**src/rtl/ram_arbiter.sv**
```systemverilog
// Round-robin arbiter granting two requesters access to a single-port synchronous RAM.
// One acceptance per cycle; reads return two cycles after acceptance via a tagged response pipeline.
module ram_arbiter #(
    parameter int DATA_WIDTH     = 8,
    parameter int ADDR_BUS_WIDTH = 4,
    parameter int MAX_MEM_LOC    = 15
) (
    input  logic                      clk,
    input  logic                      rst_n,
    input  logic                      a_req,
    input  logic                      a_we,
    input  logic [ADDR_BUS_WIDTH-1:0] a_addr,
    input  logic [DATA_WIDTH-1:0]     a_wdata,
    input  logic                      b_req,
    input  logic                      b_we,
    input  logic [ADDR_BUS_WIDTH-1:0] b_addr,
    input  logic [DATA_WIDTH-1:0]     b_wdata,
    output logic                      a_gnt,
    output logic                      b_gnt,
    output logic                      a_rvalid,
    output logic                      b_rvalid,
    output logic [DATA_WIDTH-1:0]     a_rdata,
    output logic [DATA_WIDTH-1:0]     b_rdata,
    output logic                      a_err,
    output logic                      b_err,
    output logic                      ram_read_en,
    output logic                      ram_write_en,
    output logic [ADDR_BUS_WIDTH-1:0] ram_address_loc,
    output logic [DATA_WIDTH-1:0]     ram_data_in,
    input  logic [DATA_WIDTH-1:0]     ram_data_out
);

    typedef enum logic {SEL_A = 1'b0, SEL_B = 1'b1} sel_t;

    localparam logic [ADDR_BUS_WIDTH:0] MAX_LOC = (ADDR_BUS_WIDTH + 1)'(MAX_MEM_LOC);

    sel_t                      ptr;
    logic                      accept;
    logic                      sel_we;
    logic                      sel_oor;
    logic [ADDR_BUS_WIDTH-1:0] sel_addr;
    logic [DATA_WIDTH-1:0]     sel_wdata;

    // Issue-stage tags travelling alongside the RAM command.
    logic                      iss_valid;
    sel_t                      iss_id;
    logic                      iss_read;
    logic                      iss_oor;

    logic [DATA_WIDTH-1:0]     a_hold;
    logic [DATA_WIDTH-1:0]     b_hold;

    // Handshake: a request is accepted on a rising edge where req and gnt are both high;
    // the requester keeps req/we/addr/wdata stable until then. gnt is forced low in reset.
    always_comb begin
        a_gnt = rst_n & a_req & (~b_req | (ptr == SEL_A));
        b_gnt = rst_n & b_req & (~a_req | (ptr == SEL_B));
    end

    always_comb begin
        accept    = a_gnt | b_gnt;
        sel_we    = b_gnt ? b_we    : a_we;
        sel_addr  = b_gnt ? b_addr  : a_addr;
        sel_wdata = b_gnt ? b_wdata : a_wdata;
        sel_oor   = {1'b0, sel_addr} > MAX_LOC;
    end

    always_ff @(posedge clk or negedge rst_n) begin
        if (!rst_n) begin
            ptr             <= SEL_A;
            ram_read_en     <= 1'b0;
            ram_write_en    <= 1'b0;
            ram_address_loc <= '0;
            ram_data_in     <= '0;
            iss_valid       <= 1'b0;
            iss_id          <= SEL_A;
            iss_read        <= 1'b0;
            iss_oor         <= 1'b0;
        end else begin
            ram_read_en  <= accept & ~sel_we & ~sel_oor;
            ram_write_en <= accept &  sel_we & ~sel_oor;
            iss_valid    <= accept;
            iss_id       <= b_gnt ? SEL_B : SEL_A;
            iss_read     <= ~sel_we;
            iss_oor      <= sel_oor;
            if (accept) begin
                ptr             <= b_gnt ? SEL_A : SEL_B;
                ram_address_loc <= sel_addr;
                ram_data_in     <= sel_wdata;
            end
        end
    end

    // Response stage: lines up with the cycle the RAM presents its registered read data.
    always_ff @(posedge clk or negedge rst_n) begin
        if (!rst_n) begin
            a_rvalid <= 1'b0;
            b_rvalid <= 1'b0;
            a_err    <= 1'b0;
            b_err    <= 1'b0;
            a_hold   <= '0;
            b_hold   <= '0;
        end else begin
            a_rvalid <= iss_valid & iss_read & ~iss_oor & (iss_id == SEL_A);
            b_rvalid <= iss_valid & iss_read & ~iss_oor & (iss_id == SEL_B);
            a_err    <= iss_valid & iss_oor & (iss_id == SEL_A);
            b_err    <= iss_valid & iss_oor & (iss_id == SEL_B);
            if (a_rvalid) a_hold <= ram_data_out;
            if (b_rvalid) b_hold <= ram_data_out;
        end
    end

    always_comb begin
        a_rdata = a_rvalid ? ram_data_out : a_hold;
        b_rdata = b_rvalid ? ram_data_out : b_hold;
    end

endmodule

```
**config.mk**
```make
export PLATFORM = sky130hd
export DESIGN_NAME = ram_arbiter
export DESIGN_NICKNAME = d
export VERILOG_FILES = /design/src/rtl/ram_arbiter.sv
export SDC_FILE = /design/constraint.sdc
export NUM_CORES = 1
export LEC_CHECK = 0
export ABC_AREA = 0
export ABC_CLOCK_PERIOD_IN_PS = 3050
export BUFFER_PORTS_ARGS = -buffer_cell sky130_fd_sc_hd__buf_2
export CORE_MARGIN = 3
export CORE_UTILIZATION = 50
export CTS_BUF_LIST = sky130_fd_sc_hd__clkbuf_2
export DETAILED_ROUTE_END_ITERATION = 12
export PLACE_DENSITY = 0.91
export SLEW_MARGIN = 10
export SYNTH_ARGS = -nofsm -noshare
export SYNTH_HDL_FRONTEND = slang
export SYNTH_SLANG_ARGS = --single-unit
```
**constraint.sdc**
```tcl
create_clock -name clk -period 3.05 [get_ports clk]
set_input_delay 0.7625 -clock clk [delete_from_list [all_inputs] [get_ports clk]]
set_output_delay 0.7625 -clock clk [all_outputs]
set_load 0.01 [all_outputs]
```
==> results <==
- The flow ran to the end, and the final reports show no timing, DRC or antenna violations.
- The number of standard-cell rows in the floorplan is 19.
- The area of the core is 2810 µm².
- The CTS buffer count is 5.
- The total global routing track utilization is 0.182.
- Counting I/O delays and the setup requirement, the final critical path takes 2.38 ns.
- The synthesized netlist contains 19 unique library cells.
- The die span in x is 60.7 µm.
- TritonCTS built the clock tree.
- The area growth from synthesis to final layout is 24.3%.
- The max capacitance violation total is 0.
- The portion of synthesized area spent on multiplexers is 0.120.
- The number of placed I/O pins is 74.
- The routed wire length per instance is 13.5 µm.
- Dividing total power by cell area gives a power density of 586 nW/µm².
- In the post-synthesis netlist, the biggest area contributors are dfrtp_1, mux2_2, a31oi_1.
- The die covers 3690 µm².
- The remaining global-route overflow is 0.
- The number of inserted diodes is 0.
- The type of element launching the critical path is an input port.
- Fill cells in the final layout number 229.
- The count of port buffers added during placement is 71.
- The critical setup path kind is in2out.
- In this run the deepest clock path goes through 2 buffers.
- Of the total synthesized cell area, the portion taken by full adders, half adders and majority gates is 0.
- The count of routing violations after the opening detailed-route iteration is 45.
- The library cell used as clock root buffer is clkbuf_2.
- The net count of the finished layout is 237.
- Cell internal power was estimated by the tool at 0.758 mW.
- Counting tap cells, the placed design contains a total of 223 instances.
- The combinational power share is 0.283.
- The first global-routing pass estimated 4850 µm of wire.
- Setup repair after global routing left no endpoint under its margin.
- The number of pins exceeding their max-slew limit in the final report is 0.
- Once detail routing completed, the nets flagged for antenna violations numbered 0.
- The clock power share is 0.169.
- The count of final hold-check violations is 0.
- The initial utilization of the core area, before any placement, comes to 0.534.
- In this run the vertical extent of the chip is 60.7 µm.
- The cell family contributing the most delay on the critical path is simple AND/OR/NAND/NOR gates.
- The data required time of the critical path is 2.29 ns.
- The total setup buffers inserted after CTS is 0.
- The source of the worst register-to-register timing path is ptr$_DFFE_PN0P_.
- The stage delay of the slowest cell on the critical path is 0.28 ns.
- For this design the static power due to leakage is 0.919 nW.
- The portion of synthesized cell area occupied by the leading cell type is 0.602.
- The share of synthesized registers carrying an async set or reset is 1.00.
- For the pin with the worst max-slew slack, the measured transition is 0.795 ns.
- The number of endpoints failing setup at the final stage is 0.
- The number of warnings reported in the yosys synthesis log is 0.
- The timing-limited maximum frequency is 421 MHz.
- Walking the worst path, the cells encountered are buf_2 > nand2_1 > nor2_1 > buf_2.
- For flop-to-flop paths, the worst setup slack is 1.70 ns.
- The worst setup path is captured at an output port.
- The pin count of the biggest net entering global routing is 33.
- The mean instance size in the synthesized netlist is 11.5 µm².
- The prevailing post-synth register cell is dfrtp_1.
- The total buffers and inverters traversed by the critical path is 2.
- The power share of the sequential group is 0.548.
- Headroom to the max-slew limit came out at 0.470.
- The share of the core filled with cells is 0.664.
- The biggest fanout along the worst timing path is 15.
- In the routed design, unresolved DRC markers number 0.
- The number of enable flip-flop cells after synthesis is 0.
- The cell with the biggest individual delay on the critical path is nand2_1.
- The post-synthesis cell count is 130.
- The xor-xnor portion of the synthesized cell area is 0.
- The initial antenna violation count is 0.
- The clock insertion delay at the later pin of the skew report is 0.35 ns.
- The commonest cells after synthesis are dfrtp_1, mux2_2, nor2_1, nand3_1, a31oi_1.
- In the final layout, the share of cells above drive strength 1 is 0.472.
- Summed over all nets, the switching power comes to 0.332 mW.
- The flop and latch count out of synthesis is 36.
- The main combinational cell family by area after synthesis is multiplexers.
- The largest area contributor in the netlist is dfrtp_1.
- In this run the number of cells on the critical path is 4.
- At the worst endpoint, the arrival time is 1.61 ns.
- The type of the tightest min-delay check is in2async.
- Of the total power, the share spent switching nets is 0.305.
- The final worst-path cycle share is 0.779.
- The post-synthesis compound-gate area fraction is 0.110.
- The first-pass iteration count of the detailed router is 4.
- CTS built an H-tree with a depth of 2.
- The final wirelength is 3100 µm.
- The capture point of the worst reg-to-reg path is ram_read_en$_DFF_PN0_.
- The cts-stage hold buffer count is 0.
- Of the total synthesized cell area, the portion taken by AND, OR, NAND and NOR gates is 0.116.
- For this block, the via count after detailed routing is 1247.
- The synthesized area is 1500 µm².
- Using the TritonRoute via totals, the vias-per-cell ratio works out to 5.42.
- After legalization and detailed placement, the total HPWL measured 2340 µm.
- Routability-driven placement finished with a final weighted congestion of 0.750.
- Between clock sinks in the finished design, the worst skew comes to 0.0165 ns.
- The most common cell in the netlist is dfrtp_1.
- The number of sinks driven by the clock tree is 36.
- The clock-pin slew on the worst setup and hold paths is 0.16 ns.
- The worst IR drop on VDD is 0.286 mV.
- The finished layout holds 230 standard cells, fillers aside.
- The number of global-route vias before repair came to 1102.
- The final setup TNS is 0 ns.
- The number of gates resized after CTS is 0.
- The length in cells of the worst reg-to-reg path is 3.
- For this run, the register share of the synthesized area comes to 0.602.
- By instance count, the cell type seen most on the critical path is buf_2.
## stage by stage
step                      hold slack (ns)  total power, mW  setup slack [ns]  area, µm²
after global routing                0.184             1.17             0.533       1860
after CTS                           0.203             1.10             0.663       1860
after global placement              0.429            0.910             0.713       1830
final                               0.216             1.09             0.673       1860
after floorplan                     0.393            0.788              1.03       1500
after detailed placement            0.426            0.923             0.664       1830
## state kept, by name, summed over array words and instances, names as in the netlist
register         count
ram_data_in          8
ram_address_loc      4
a_hold               8
iss_id               1
ram_write_en         1
ptr                  1
iss_valid            1
b_hold               8
iss_read             1
a_rvalid             1
ram_read_en          1
b_rvalid             1
## how the worst max path moves through the flow
stage                     startpoint  endpoint  slack, ns
after global routing           rst_n     b_gnt       0.53
final                          rst_n     b_gnt       0.67
after detailed placement       rst_n     b_gnt       0.66
after floorplan                a_req     b_gnt       1.03
after CTS                      rst_n     b_gnt       0.66
after global placement         rst_n     b_gnt       0.71
## worst reg2reg max path, cell delays in order, from the launching register on
cell	delay, ns
dfrtp_1	0.44
nand2b_1	0.45
nand3_1	0.18
and3_1	0.20
## power groups by stage
| stage | logic, mW | clock network (mW) | registers [mW] |
|---|---|---|---|
| 6_report | 0.309 | 0.184 | 0.597 |
| 5_1_grt | 0.342 | 0.215 | 0.609 |
| 4_1_cts | 0.314 | 0.191 | 0.599 |
| 3_5_place_dp | 0.314 | 0 | 0.609 |
| 3_3_place_gp | 0.306 | 0 | 0.604 |
| 2_1_floorplan | 0.177 | 0 | 0.611 |
## cell usage in the layout (no fill, tap or decap), types with 4 or more instances in the layout
cell      instances
a31oi_1          12
buf_2            71
clkbuf_2          5
dfrtp_1          36
mux2_2           16
nand2_1           4
nand3_1          13
nor2_1           14
o21ai_0          10
o21ai_1           4
## logic make-up after synthesis
group,count (synthesis)
compound gates,29
buf+inv,11
flops,36
mux,16
other cells,1
simple gates,37
## area by class of cell
class / count / area (µm²) / share of cell area
clock buffers: 5 / 25.0 / 0.0134
clock inverters: 2 / 7.51 / 0.00403
multi-input cells: 84 / 527 / 0.283
flip-flops and latches: 36 / 901 / 0.484
well taps: 31 / 38.8 / 0.0208
repair buffers: 72 / 363 / 0.195
## layer usage
metal / vias up / track usage / part of all wire
li1: 588 / - / -
met1: 578 / 0.219 / 0.42
met2: 75 / 0.293 / 0.46
met3: 6 / 0.0638 / 0.11
met4: 0 / 0.0836 / 0.010
met5: - / 0 / 0
Note: power is estimated with default switching activity, not from simulation.
